## config.mk

```make
export PLATFORM = sky130hd
export DESIGN_NAME = xdma_grant_receiver
export DESIGN_NICKNAME = d
export VERILOG_FILES = /design/src/rtl/xdma_grant_receiver.sv
export SDC_FILE = /design/constraint.sdc
export NUM_CORES = 1
export LEC_CHECK = 0
export CORE_ASPECT_RATIO = 1.25
export CORE_UTILIZATION = 35
export DETAILED_ROUTE_END_ITERATION = 7
export PLACE_DENSITY = 0.86
export SETUP_SLACK_MARGIN = 0.5
export SLEW_MARGIN = 10
export SYNTH_ARGS = -nofsm -noshare
export SYNTH_HDL_FRONTEND = slang
export SYNTH_SLANG_ARGS = --single-unit
```

## constraint.sdc

```tcl
create_clock -name clk_i -period 2.85 [get_ports clk_i]
set_clock_uncertainty 0.2 [all_clocks]
set_input_delay 0.57 -clock clk_i [delete_from_list [all_inputs] [get_ports clk_i]]
set_output_delay 0.57 -clock clk_i [all_outputs]
set_load 0.01 [all_outputs]
```

## src/rtl/xdma_grant_receiver.sv

```systemverilog
// xdma_grant_receiver: initiator-side grant receiver for the xDMA frontend.
// Holds one outstanding remote task. Incoming to-remote grants are matched by
// dma_id and destination cluster, then a start handshake goes to the local
// data mover. A grant that hits this cluster before its task arrives is
// parked in a one-entry pending register.
// Optional grant-wait timeout: define XDMA_GRANT_RX_TIMEOUT_EN.

package xdma_grant_receiver_pkg;
  typedef logic [31:0] addr_t;
  typedef struct packed {
    logic [7:0]  dma_id;
    addr_t       from;
    logic [23:0] reserved;
  } grant_t;
endpackage

module xdma_grant_receiver #(
  parameter type         addr_t        = xdma_grant_receiver_pkg::addr_t,
  parameter type         grant_t       = xdma_grant_receiver_pkg::grant_t,
  parameter int unsigned DmaIdWidth    = 8,
  parameter logic [31:0] ClusterSize   = 32'h0004_0000,
  parameter int unsigned TimeoutCycles = 1024
) (
  input  logic                  clk_i,
  input  logic                  rst_i,
  input  addr_t                 cluster_base_addr_i,
  input  logic                  task_valid_i,
  output logic                  task_ready_o,
  input  logic [DmaIdWidth-1:0] task_dma_id_i,
  input  grant_t                grant_i,
  input  logic                  grant_valid_i,
  output logic                  grant_ready_o,
  output logic                  start_valid_o,
  input  logic                  start_ready_i,
  output logic [DmaIdWidth-1:0] start_dma_id_o,
  input  logic                  finish_i,
  output logic                  busy_o,
  output logic                  timeout_o,
  output logic [7:0]            drop_cnt_o
);

  localparam addr_t ClusterMask = ~(addr_t'(ClusterSize) - addr_t'(1));

  typedef enum logic [1:0] {IDLE, WAIT_GRANT, START, WAIT_FINISH} state_t;

  state_t                state_q, state_d;
  logic [DmaIdWidth-1:0] task_id_q, task_id_d;
  logic [DmaIdWidth-1:0] pending_id_q, pending_id_d;
  logic                  pending_valid_q, pending_valid_d;
  logic [DmaIdWidth-1:0] grant_id;
  logic                  cluster_hit;
  logic                  task_hs;
  logic                  grant_hs;
  logic                  drop_inc;
  logic [7:0]            drop_q;
  logic                  unused_grant_bits;

`ifdef XDMA_GRANT_RX_TIMEOUT_EN
  localparam int unsigned CntWidth = (TimeoutCycles > 1) ? $clog2(TimeoutCycles) : 1;
  localparam logic [CntWidth-1:0] LastCount = CntWidth'(TimeoutCycles - 1);

  logic [CntWidth-1:0] cnt_q;
  logic                cnt_inc;
  logic                timeout_d;
  logic                timeout_q;
`else
  logic                unused_timeout_cfg;
`endif

  assign grant_id          = DmaIdWidth'(grant_i.dma_id);
  assign cluster_hit       = (grant_i.from & ClusterMask) == cluster_base_addr_i;
  assign unused_grant_bits = ^grant_i.reserved;

  // Ready signals depend only on state and the pending slot, never on valids.
  always_comb begin
    task_ready_o  = (state_q == IDLE);
    grant_ready_o = (state_q == WAIT_GRANT) ? 1'b1 : !pending_valid_q;
  end

  assign task_hs  = task_valid_i && task_ready_o;
  assign grant_hs = grant_valid_i && grant_ready_o;

  // Next-state logic: task acceptance, grant matching, parking and dropping.
  always_comb begin
    state_d         = state_q;
    task_id_d       = task_id_q;
    pending_valid_d = pending_valid_q;
    pending_id_d    = pending_id_q;
    drop_inc        = 1'b0;
`ifdef XDMA_GRANT_RX_TIMEOUT_EN
    cnt_inc         = 1'b0;
    timeout_d       = 1'b0;
`endif
    unique case (state_q)
      IDLE: begin
        if (task_hs) begin
          task_id_d = task_dma_id_i;
          if (pending_valid_q) begin
            pending_valid_d = 1'b0;
            if (pending_id_q == task_dma_id_i) begin
              state_d = START;
            end else begin
              drop_inc = 1'b1;
              state_d  = WAIT_GRANT;
            end
          end else if (grant_hs && cluster_hit && (grant_id == task_dma_id_i)) begin
            state_d = START;
          end else begin
            drop_inc = grant_hs;
            state_d  = WAIT_GRANT;
          end
        end else if (grant_hs) begin
          if (cluster_hit) begin
            pending_valid_d = 1'b1;
            pending_id_d    = grant_id;
          end else begin
            drop_inc = 1'b1;
          end
        end
      end
      WAIT_GRANT: begin
        if (grant_hs && cluster_hit && (grant_id == task_id_q)) begin
          state_d = START;
        end else begin
          drop_inc = grant_hs;
`ifdef XDMA_GRANT_RX_TIMEOUT_EN
          if (cnt_q == LastCount) begin
            timeout_d = 1'b1;
            state_d   = IDLE;
          end else begin
            cnt_inc = 1'b1;
          end
`endif
        end
      end
      START, WAIT_FINISH: begin
        if (grant_hs) begin
          if (cluster_hit) begin
            pending_valid_d = 1'b1;
            pending_id_d    = grant_id;
          end else begin
            drop_inc = 1'b1;
          end
        end
        if (state_q == START) begin
          if (start_ready_i) state_d = WAIT_FINISH;
        end else if (finish_i) begin
          state_d = IDLE;
        end
      end
      default: state_d = IDLE;
    endcase
  end

  // State, task id and pending-grant registers.
  always_ff @(posedge clk_i or posedge rst_i) begin
    if (rst_i) begin
      state_q         <= IDLE;
      task_id_q       <= '0;
      pending_valid_q <= 1'b0;
      pending_id_q    <= '0;
    end else begin
      state_q         <= state_d;
      task_id_q       <= task_id_d;
      pending_valid_q <= pending_valid_d;
      pending_id_q    <= pending_id_d;
    end
  end

  // Saturating count of discarded grants.
  always_ff @(posedge clk_i or posedge rst_i) begin
    if (rst_i) begin
      drop_q <= '0;
    end else if (drop_inc && (drop_q != 8'hFF)) begin
      drop_q <= drop_q + 8'd1;
    end
  end

`ifdef XDMA_GRANT_RX_TIMEOUT_EN
  // Grant-wait counter restarts whenever we are not waiting for a grant.
  always_ff @(posedge clk_i or posedge rst_i) begin
    if (rst_i) begin
      cnt_q     <= '0;
      timeout_q <= 1'b0;
    end else begin
      timeout_q <= timeout_d;
      if (state_q != WAIT_GRANT) begin
        cnt_q <= '0;
      end else if (cnt_inc) begin
        cnt_q <= cnt_q + 1'b1;
      end
    end
  end

  assign timeout_o = timeout_q;
`else
  assign unused_timeout_cfg = ^TimeoutCycles;
  assign timeout_o          = 1'b0;
`endif

  assign start_valid_o  = (state_q == START);
  assign start_dma_id_o = task_id_q;
  assign busy_o         = (state_q != IDLE);
  assign drop_cnt_o     = drop_q;

endmodule

```

==> reports/metrics.yaml <==
clock_network:
  cts_max_path_buffers: 2
  h-tree-depth: 1
  hold_buffers: 0
  cts_sinks: 27
  clk_pin_slew_worst_paths_ps: 90
  ctsRootBufferMaster: "clkbuf_8"
  cts_buffers: 3
  tritoncts: "built"
  clk_latency_ps: 270
timing:
  setup_viol: 0
  tns_ps: 0
  fmax_ghz: 0.429
  setup_ws_ps: 520
  rsz0062_at_grt: "true"
  period_share: 0.817
  hold_viol_final: 0
  period_needed_ps: 2330
  slew_viol_final: 0
hold_path:
  hp-start: "drop_cnt_o[5]"
  hold_class: "flip-flop to flip-flop"
  hold_end: "drop_cnt_o[5]"
  hold_depth: 1
die:
  die-area_um2: 5430
  dieWidth_um: 66.1
  die_h_um: 82.1
  ioPinCount: 131
  rows: 28
  initial_core_util: 0.372
  core_area_um2: 4830
setup_path:
  cp-start-kind: "input port"
  cp_max_fo: 5
  cp.arrival_ps: 2290
  crit_start: "grant_i[56]"
  regToRegSetupSlack_ps: 530
  r2r_end: "drop_cnt_o[1]"
  worstPathRequired_ps: 2810
  path_class: "input port to flip-flop"
  reg2reg_depth: 8
  cp-end-kind: "flip-flop"
  r2r_start: "state_q[1]"
synth:
  synth_top_area_frac: 0.376
  yosysTopAreaCell: "dfrtp_1"
  yosysWarnings: 0
  synthCells: 170
  synth_async_sr_flop_share: 1.00
  synth_edf_count: 0
  ys_seq_elements: 27
  synth.area.top_cells: "dfrtp_1 (38%), xnor2_1 (20%), mux2_2 (11%), ha_1 (4.2%), nand4_1 (4.2%)"
  ys_seq_area_frac: 0.376
  synth-main-ff-cell: "dfrtp_1"
  syn-cell-area_um2: 1800
  avgSynthCellArea_um2: 10.6
  synth_nets: 286
  synth_cell_types: 38
placed_design:
  globalplace.congestion: 0.806
  hpwlAfterDp_mm: 3.62
  preCtsSetupSlack_ps: -69.9
  port_buffers: 87
  post_dp_cell_area_um2: 2780
drt:
  drt_first_iter_violations: 33
  dr.max_layer_used: "met4"
  ant_nets: 0
  wl_per_cell_um: 13.8
  dr_wl_met2_mm: 2.44
  drc_errors: 0
  vias: 1674
  wl_mm: 4.68
  dr_wl_met3_um: 338
  met1Wirelength_mm: 1.82
  via_per_inst: 4.94
  first_pass_iters: 4
global_route:
  antenna_found_initial: 0
  grt_pass1_wl_mm: 6.89
  overflow: 0
  grt_pass1_vias: 1611
  grt_start_max_net_pins: 28
  grt_util_all_layers: 0.166
status:
  status: "complete, no violations"
power_and_ir_drop:
  vdd_drop_max_uv: 605
  p_total_mw: 2.04
  p_leak_nw: 1.30
  powerDensity_nw_per_um2: 684
finish:
  nets: 396
  fillers: 438
  syn2layout_area_growth_pct: 65.7
  drive_above_1_share: 0.254
  final_area_um2: 2980
  n_antenna_cell: 0
  final_common_cell: "dlygate4sd2_1"
  final_cell_mix: "dlygate4sd2_1 (52), xnor2_1 (39), dfrtp_1 (26)"
job:
  cap_viol_max_count: 0
per-layer routing:
metal	global-route usage	vias to the layer above
met5	0	-
met4	0.0638	0
met3	0.0234	8
met2	0.318	71
met1	0.182	777
li1	-	818
how the worst max path moves through the flow:
stage                     to  slack [ps]  cells past startpoint
2_1_floorplan  drop_cnt_o[1]         530                      8
3_3_place_gp   drop_cnt_o[1]         -30                      8
3_5_place_dp   drop_cnt_o[1]         -70                      8
4_1_cts         task_ready_o         430                      3
5_1_grt        drop_cnt_o[1]         430                      8
6_report       drop_cnt_o[1]         520                      8
cells in the mapped netlist, types with 2 or more instances:
| library cell | instances |
|---|---|
| nand2_1 | 8 |
| nor3_1 | 2 |
| nor2_1 | 8 |
| mux2i_1 | 2 |
| nand4_1 | 12 |
| ha_1 | 6 |
| dfrtp_1 | 27 |
| nor4_2 | 3 |
| inv_1 | 5 |
| nand3_1 | 5 |
| xnor2_1 | 41 |
| mux2_2 | 17 |
| a21oi_1 | 4 |
| a31oi_1 | 3 |
| and3_1 | 3 |
| o21ai_0 | 2 |
worst max-delay path, cell delays in order:
cell,delay (ps)
dlygate4sd2_1,280
xnor2_1,190
nand4_1,150
nor2_2,170
o32ai_1,120
a211o_4,350
and2_4,190
mux2_4,290
flip-flops by register name (all words and copies together), names as in the netlist:
signal / flops
drop_cnt_o: 8
pending_id_q: 8
start_dma_id_o: 8
pending_valid_q: 1
state_q: 2
metrics by stage:
step           std cells  hold slack [ps]  utilization
4_1_cts              333              313        0.589
3_5_place_dp         322              299        0.576
2_1_floorplan        170              301            -
5_1_grt              339              323        0.616
6_report             339              304        0.616
3_3_place_gp         322              284        0.576
report_power, final:
group / internal (mW) / switching [mW]
Sequential: 0.509 / 0.129
Combinational: 0.704 / 0.479
Clock: 0.0980 / 0.116
Total: 1.31 / 0.725
logic make-up after synthesis:
group           count (synthesis)  synth area share
simple gates                   52             0.177
fa+ha+maj                       6            0.0418
flops                          27             0.376
mux                            20             0.126
xor+xnor                       42             0.205
other cells                     1           0.00209
buf+inv                         7            0.0167
compound gates                 15            0.0557
layout make-up:
type	count	area, um^2	share of cell area
flip-flops and latches	27	677	0.227
inverters	5	18.8	0.00631
well taps	60	75.1	0.0252
clock buffers	3	41.3	0.0139
multi-input cells	136	1190	0.401
clock inverters	1	5.00	0.00168
repair buffers	107	966	0.325
timing repair:
| item | CTS | global route |
|---|---|---|
| endpoints found under the setup margin | 22 | 18 |
| gates cloned | 0 | 0 |
| setup buffers | 7 | 6 |
| gates resized for setup | 74 | 31 |
| pin swaps | 30 | 19 |
Note: power is estimated with default switching activity, not from simulation.
